File: src/rtl/ex_mem_buffer.sv
// ex_mem_buffer: EX/MEM pipeline register with a 2-entry skid buffer.
// Captures the ALU result plus destination/control bits, derives zero and
// signed-overflow flags at capture, and hands entries to the memory stage
// over a valid/ready handshake. in_ready depends only on the state register,
// so there is no combinational path from out_ready back into execute.
// Optional feature macro: OVF_TRAP_EN (raise out_exc on overflow and suppress
// the control bits of the overflowing entry).
module ex_mem_buffer #(
   parameter int DATA_W = 32,
   parameter int REG_AW = 5
) (
   input  logic              clk,
   input  logic              rst,
   input  logic              in_valid,
   output logic              in_ready,
   input  logic [DATA_W-1:0] alu_result,
   input  logic              alu_co,
   input  logic              op_a_msb,
   input  logic              op_b_msb,
   input  logic              is_sub,
   input  logic              chk_ovf,
   input  logic [DATA_W-1:0] store_data,
   input  logic [REG_AW-1:0] rd_addr,
   input  logic              reg_write,
   input  logic              mem_read,
   input  logic              mem_write,
   input  logic              flush,
   output logic              out_valid,
   input  logic              out_ready,
   output logic [DATA_W-1:0] out_result,
   output logic [DATA_W-1:0] out_store_data,
   output logic              out_zero,
   output logic              out_co,
   output logic              out_ovf,
   output logic [REG_AW-1:0] out_rd,
   output logic              out_reg_write,
   output logic              out_mem_read,
   output logic              out_mem_write,
   output logic              out_exc
);

   typedef struct packed {
      logic [DATA_W-1:0] result;
      logic [DATA_W-1:0] store_data;
      logic [REG_AW-1:0] rd;
      logic              reg_write;
      logic              mem_read;
      logic              mem_write;
      logic              zero;
      logic              co;
      logic              ovf;
   } entry_t;

   typedef enum logic [1:0] {
      ST_EMPTY = 2'd0,
      ST_ONE   = 2'd1,
      ST_TWO   = 2'd2
   } state_t;

   state_t state_reg, state_next;
   entry_t h_reg, h_next;      // head entry, drives out_*
   entry_t s_reg, s_next;      // skid entry, only valid in ST_TWO
   entry_t in_entry;
   logic   accept;
   logic   pop;
   logic   sign_match;

   assign in_ready  = (state_reg != ST_TWO);
   assign out_valid = (state_reg != ST_EMPTY);
   assign accept    = in_valid & in_ready;
   assign pop       = out_valid & out_ready;

   // Build the incoming entry and derive its flags from the ALU outputs
   always_comb begin
      in_entry            = '0;
      // b's sign is taken before inversion, so a subtract can only overflow
      // when the operand signs differ, an add only when they agree
      sign_match          = is_sub ? (op_a_msb != op_b_msb) : (op_a_msb == op_b_msb);
      in_entry.result     = alu_result;
      in_entry.store_data = store_data;
      in_entry.rd         = rd_addr;
      in_entry.reg_write  = reg_write;
      in_entry.mem_read   = mem_read;
      in_entry.mem_write  = mem_write;
      in_entry.zero       = (alu_result == '0);
      in_entry.co         = alu_co;
      in_entry.ovf        = chk_ovf & sign_match & (alu_result[DATA_W-1] != op_a_msb);
   end

   // Next-state and entry-load decisions; flush overrides everything
   always_comb begin
      state_next = state_reg;
      h_next     = h_reg;
      s_next     = s_reg;
      if (flush) begin
         state_next = ST_EMPTY;
      end else begin
         case (state_reg)
            ST_EMPTY: begin
               if (accept) begin
                  state_next = ST_ONE;
                  h_next     = in_entry;
               end
            end
            ST_ONE: begin
               if (accept && pop) begin
                  h_next = in_entry;
               end else if (accept) begin
                  state_next = ST_TWO;
                  s_next     = in_entry;
               end else if (pop) begin
                  state_next = ST_EMPTY;
               end
            end
            ST_TWO: begin
               if (pop) begin
                  state_next = ST_ONE;
                  h_next     = s_reg;
               end
            end
            default: begin
               state_next = ST_EMPTY;
            end
         endcase
      end
   end

   // State and entry registers; reset clears everything so outputs read 0
   always_ff @(posedge clk or posedge rst) begin
      if (rst) begin
         state_reg <= ST_EMPTY;
         h_reg     <= '0;
         s_reg     <= '0;
      end else begin
         state_reg <= state_next;
         h_reg     <= h_next;
         s_reg     <= s_next;
      end
   end

   assign out_result     = h_reg.result;
   assign out_store_data = h_reg.store_data;
   assign out_rd         = h_reg.rd;
   assign out_zero       = h_reg.zero;
   assign out_co         = h_reg.co;
   assign out_ovf        = h_reg.ovf;

`ifdef OVF_TRAP_EN
   // An overflowing entry traps and must not update any architectural state
   assign out_exc       = h_reg.ovf & out_valid;
   assign out_reg_write = h_reg.reg_write & ~h_reg.ovf;
   assign out_mem_read  = h_reg.mem_read  & ~h_reg.ovf;
   assign out_mem_write = h_reg.mem_write & ~h_reg.ovf;
`else
   assign out_exc       = 1'b0;
   assign out_reg_write = h_reg.reg_write;
   assign out_mem_read  = h_reg.mem_read;
   assign out_mem_write = h_reg.mem_write;
`endif

endmodule

File: config.mk
export PLATFORM = sky130hd
export DESIGN_NAME = ex_mem_buffer
export DESIGN_NICKNAME = d
export VERILOG_FILES = /design/src/rtl/ex_mem_buffer.sv
export SDC_FILE = /design/constraint.sdc
export NUM_CORES = 1
export LEC_CHECK = 0
export CELL_PAD_IN_SITES_DETAIL_PLACEMENT = 2
export CELL_PAD_IN_SITES_GLOBAL_PLACEMENT = 2
export CORE_UTILIZATION = 33
export CTS_CLUSTER_DIAMETER = 50
export DETAILED_ROUTE_END_ITERATION = 10
export PLACE_DENSITY_LB_ADDON = 0.12
export SLEW_MARGIN = 20
export SYNTH_ARGS = -nofsm -noshare
export SYNTH_HDL_FRONTEND = slang
export SYNTH_SLANG_ARGS = --single-unit
File: constraint.sdc
create_clock -name clk -period 6 [get_ports clk]
set_input_delay 1.2 -clock clk [delete_from_list [all_inputs] [get_ports clk]]
set_output_delay 1.2 -clock clk [all_outputs]
set_load 0.005 [all_outputs]
-- Word-level counts from Yosys, hierarchy flattened
Index checks and enable logic that the tools add are counted.
- multiplexer cells: 12
- bitwise logic cells: 6
- equality and inequality tests: 13
- reduce and logical (&&, ||, !) cells: 8
- operator list (kind ; count):
    $mux 75 ; 3
    $pmux 75 s3 ; 1
    $logic_not 32->1 ; 1
    $mux 2 ; 6
    $ne 3x3->1 const B ; 3
    $ne 2x2->1 const B ; 4
    $reduce_and 4->1 ; 2
    $pmux 2 s3 ; 1
    $reduce_and 5->1 ; 1
    $and 1x1->1 ; 4
    $ne 4x4->1 const B ; 1
    $reduce_bool 3->1 ; 1
    $eq 2x1->1 const B ; 1
    $eq 2x2->1 const B ; 1
    $logic_not 2->1 ; 1
    $ne 1x1->1 ; 2
    $not 1->1 ; 2
    $reduce_bool 2->1 ; 1
    $eq 1x1->1 ; 1
    $logic_and 1x1->1 ; 1
    $mux 1 ; 1
- bits in registers: 152
- logic and storage cells: 58
- input bits: 82

-- Depth between registers and ports, before layout
- depth after elaboration: 7
- depth in mapped cells: 7
- mapped depth without buffers: 4

-- Worst setup path after synthesis
No wires, ideal clock.
- kind: input port to flip-flop
- start point: input out_ready
- end point: register h_reg, in the netlist out_zero
- cell stages on the path: 5
- setup slack: 3.661 ns
- required time: 5.875 ns
- arrival time: 2.214 ns
- library setup time: 0.125 ns
- cells stage by stage: mux2_2 > a21oi_4 > buf_6 > buf_6 > mux2_2
- cells in the longest elaborated chain, start to end: 4
- elaborated cells on any way between the ends: 5
- classes of those cells: eq/ne: 2; bitwise: 1; reduce/logical: 2
- RTL lines (element ; line ; source):
    from (decl) ; 29 ; input logic out_ready,
    $and 1x1->1 (*) ; 71 ; assign pop = out_valid & out_ready;
    $logic_and 1x1->1 ; 106 ; if (accept && pop) begin
    $ne 2x2->1 (no source line) ; n/a ;
    $reduce_and 5->1 (no source line) (*) ; n/a ;
    to (signal assigned) ; 136 ; h_reg <= h_next;
    to (decl) ; 61 ; entry_t h_reg, h_next;
Every way passes the cells marked *; elsewhere a longest branch is shown, timed or not.
A chain may end at the register's enable or synchronous reset.

-- Worst setup path after layout
- start point: register state_reg[1]
- end point: output in_ready
- cells in the longest elaborated chain, start to end: 1
- RTL lines (element ; line ; source):
    from (decl) ; 60 ; state_t state_reg, state_next;
    from (signal assigned) ; 135 ; state_reg <= state_next;
    $ne 2x2->1 ; 68 ; assign in_ready = (state_reg != ST_TWO);
    to (decl) ; 15 ; output logic in_ready,
Every way passes these cells.

==> flow_metrics.env <==
export IMPL_largest_register_ffs=75
export IMPL_yosysSeqAreaShare_pct=57.8
export IMPL_max_cap_violations=0
export IMPL_start_kind="flip-flop"
export IMPL_r2r_start="state_reg[1]$_DFFE_PP0P_"
export IMPL_rows=51
export IMPL_firstDrtPassIters=3
export IMPL_totalNegativeSetupSlack_ps=0
export IMPL_routed_wl_mm=17.4
export IMPL_port_buffer_count=158
export IMPL_crit_start="state_reg[1]$_DFFE_PP0P_"
export IMPL_num_io_pins=160
export IMPL_reg2reg_slack_ps=3540
export IMPL_netlist_instances=519
export IMPL_grt_pass1_wl_mm=28.2
export IMPL_slew_headroom_pct=35.7
export IMPL_holdCritPathClass="reg -> reg"
export IMPL_n_antenna_cell=0
export IMPL_critPathSlowestCell="buf_4"
export IMPL_layout_common_cells="clkdlybuf4s50_1 (158), dfrtp_1 (152), nand2_1 (77), mux2i_1 (75), o21ai_0 (73)"
export IMPL_crit_type="reg -> out"
export IMPL_crit_chain="nor2b_4 -> buf_4 -> inv_1 -> clkdlybuf4s50_1"
export IMPL_synthesis_nets=601
export IMPL_worst_slew_pin_slew_ps=964
export IMPL_cts_htree_levels=4
export IMPL_clkTransAtPathRegs_ps=60
export IMPL_status="complete, no violations"
export IMPL_yosys_register_bits=152
export IMPL_cp_data_arrival_time_ps=2390
export IMPL_drv_slew=0
export IMPL_start_util_pct=33.7
export IMPL_r2r_end="out_store_data[6]$_DFFE_PP0P_"
export IMPL_fin_nets=751
export IMPL_fin_crit_sh_pct=59.8
export IMPL_crit_family="buffers and inverters"
export IMPL_power_density_mw_per_mm2=344
export IMPL_die_h_um=143
export IMPL_cts_root_buf="clkbuf_16"
export IMPL_syn_cell_area_mm2=0.00658
export IMPL_vias=4565
export IMPL_coreArea_mm2=0.0195
export IMPL_vias_per_cell=4.82
export IMPL_path_max_fanout=38
export IMPL_overflow=0
export IMPL_fp_dieW_um=143
export IMPL_clockBufferDepth=2
export IMPL_finalSetupViolCount=0
export IMPL_initialDrtViolationCount=159
export IMPL_dieArea_mm2=0.0205
export IMPL_cts_inserted_buffers=17
export IMPL_ant_nets=0
export IMPL_peakVddDrop_v=0.000200
export IMPL_p_leak_uw=0.00374
export IMPL_antenna_found_initial=0
export IMPL_finalHoldViolations=0
export IMPL_drc=0
export IMPL_hpwlAfterDp_mm=11.5
export IMPL_clkLatencyLatePin_ps=410
export IMPL_final_common_cell="clkdlybuf4s50_1"
export IMPL_postCtsSetupBuffers=0
export IMPL_area_growth_pct=35.6
export IMPL_ctsResizeCount=0
export IMPL_grt_use_total_pct=18.2
export IMPL_grt_setup_unrepaired="no"
export IMPL_final_layout_size_suffix_gt1_share_pct=16.9
export IMPL_fillers=1989
export IMPL_syn_area_per_cell_um2=12.7
export IMPL_path_buf_inv=3
export IMPL_fin_worst_skew_ps=7.00
export IMPL_gp_congestion=0.716
export IMPL_critPathRequiredTime_ps=4800
export IMPL_grt_start_max_net_pins=100
export IMPL_cts_hold_buffers=0
export IMPL_wl_per_cell_um=18.4
export IMPL_ys_types=28
export IMPL_endpoint_kind="primary output"
export IMPL_reg2reg_depth=5
export IMPL_whs_ps=481
export IMPL_ys_warn_count=0
export IMPL_endpoint="in_ready"
export IMPL_cts_tree="yes"
export IMPL_period_needed_ps=3590
export IMPL_grt_pass1_vias=5180
export IMPL_path_depth=4
export IMPL_cpPeakStageDelay_ps=550
export IMPL_fmax_mhz=279
export IMPL_cts_sinks=152
## per-stage QoR
stage / std cells / setup slack [ps] / area (um2) / util (%) / power (uW)
global route: 947 / 2280 / 8920 / 45.7 / 3240
detailed placement: 915 / 2390 / 8340 / 42.7 / 2040
CTS: 947 / 2390 / 8920 / 45.7 / 3120
global placement: 915 / 2450 / 8340 / 42.7 / 1990
finish: 947 / 2410 / 8920 / 45.7 / 3070
floorplan: 519 / 707 / 6580 / - / 1680
## area by class of cell
type / count / area [um2] / area share [%]
sequential: 152 / 3800 / 42.6
multi-input combinational: 330 / 2560 / 28.6
timing repair buffer: 165 / 1630 / 18.3
clock buffer: 20 / 457 / 5.12
tap: 265 / 332 / 3.72
clock inverter: 12 / 126 / 1.42
inverter: 3 / 16.3 / 0.182
## routing by layer
layer / share of wire, % / vias to the layer above / track usage (%) / wire length [um]
met2: 51 / 95 / 31.3 / 8880
li1: - / 2111 / - / -
met4: 1.6 / 0 / 6.45 / 276
met3: 5.2 / 17 / 4.56 / 906
met5: 0 / - / 0 / 0
met1: 42 / 2342 / 22.1 / 7370
## tightest hold or removal path, stage by stage, from the launching register on
cell and delay, ps:
dfrtp_1 340, nand2_1 50, o21ai_0 60
## cell usage after synthesis
cell        n  area [um2]
mux2i_1    75         751
buf_2      15        75.1
buf_4       6        45.0
nor2b_1     1        6.26
a21oi_4     1        16.3
xnor2_1     1        8.76
and4bb_2    1        12.5
dfrtp_1   152        3800
o21ai_0    73         365
nor4_1      8        50.1
inv_1       3        11.3
o31ai_1     3        22.5
nor2_1      1        3.75
mux2_1      7        78.8
mux2_2     49         552
o21ai_1     1        5.00
conb_1      1        3.75
or2_2       2        12.5
nand4_1     2        12.5
nor4b_2     1        15.0
buf_6       7        78.8
a21oi_1     2        10.0
nand2_1    78         293
clkbuf_2    2        10.0
nor3b_1     1        7.51
clkbuf_1    4        15.0
nand3b_1    2        15.0
mux2_4     20         300
## power by group
group	internal, uW	switching (uW)
combinational	386	225
sequential	1260	137
clock	632	424
## worst min-delay path by stage
| stage | from | end | slack, ps | cells after the start |
|---|---|---|---|---|
| 2_1_floorplan | s_reg[2]$_DFFE_PP0P_ | s_reg[2]$_DFFE_PP0P_ | 450 | 2 |
| 3_3_place_gp | s_reg[2]$_DFFE_PP0P_ | s_reg[2]$_DFFE_PP0P_ | 460 | 2 |
| 3_5_place_dp | out_store_data[24]$_DFFE_PP0P_ | out_store_data[24]$_DFFE_PP0P_ | 470 | 2 |
| 4_1_cts | out_store_data[24]$_DFFE_PP0P_ | out_store_data[24]$_DFFE_PP0P_ | 490 | 2 |
| 5_1_grt | out_result[31]$_DFFE_PP0P_ | out_result[31]$_DFFE_PP0P_ | 510 | 2 |
| 6_report | out_store_data[24]$_DFFE_PP0P_ | out_store_data[24]$_DFFE_PP0P_ | 480 | 2 |
## cell families (layout without fill, tap and decap cells)
kind of cell	Yosys count	in the layout	share of synthesized area, %
other cells	1	1	0.0570
mux	151	151	25.6
compound gates	80	80	6.37
flops	152	152	57.8
buf+inv	37	200	3.57
simple gates	97	97	6.50
xor+xnor	1	1	0.133
(Power assumes the default switching activity.)
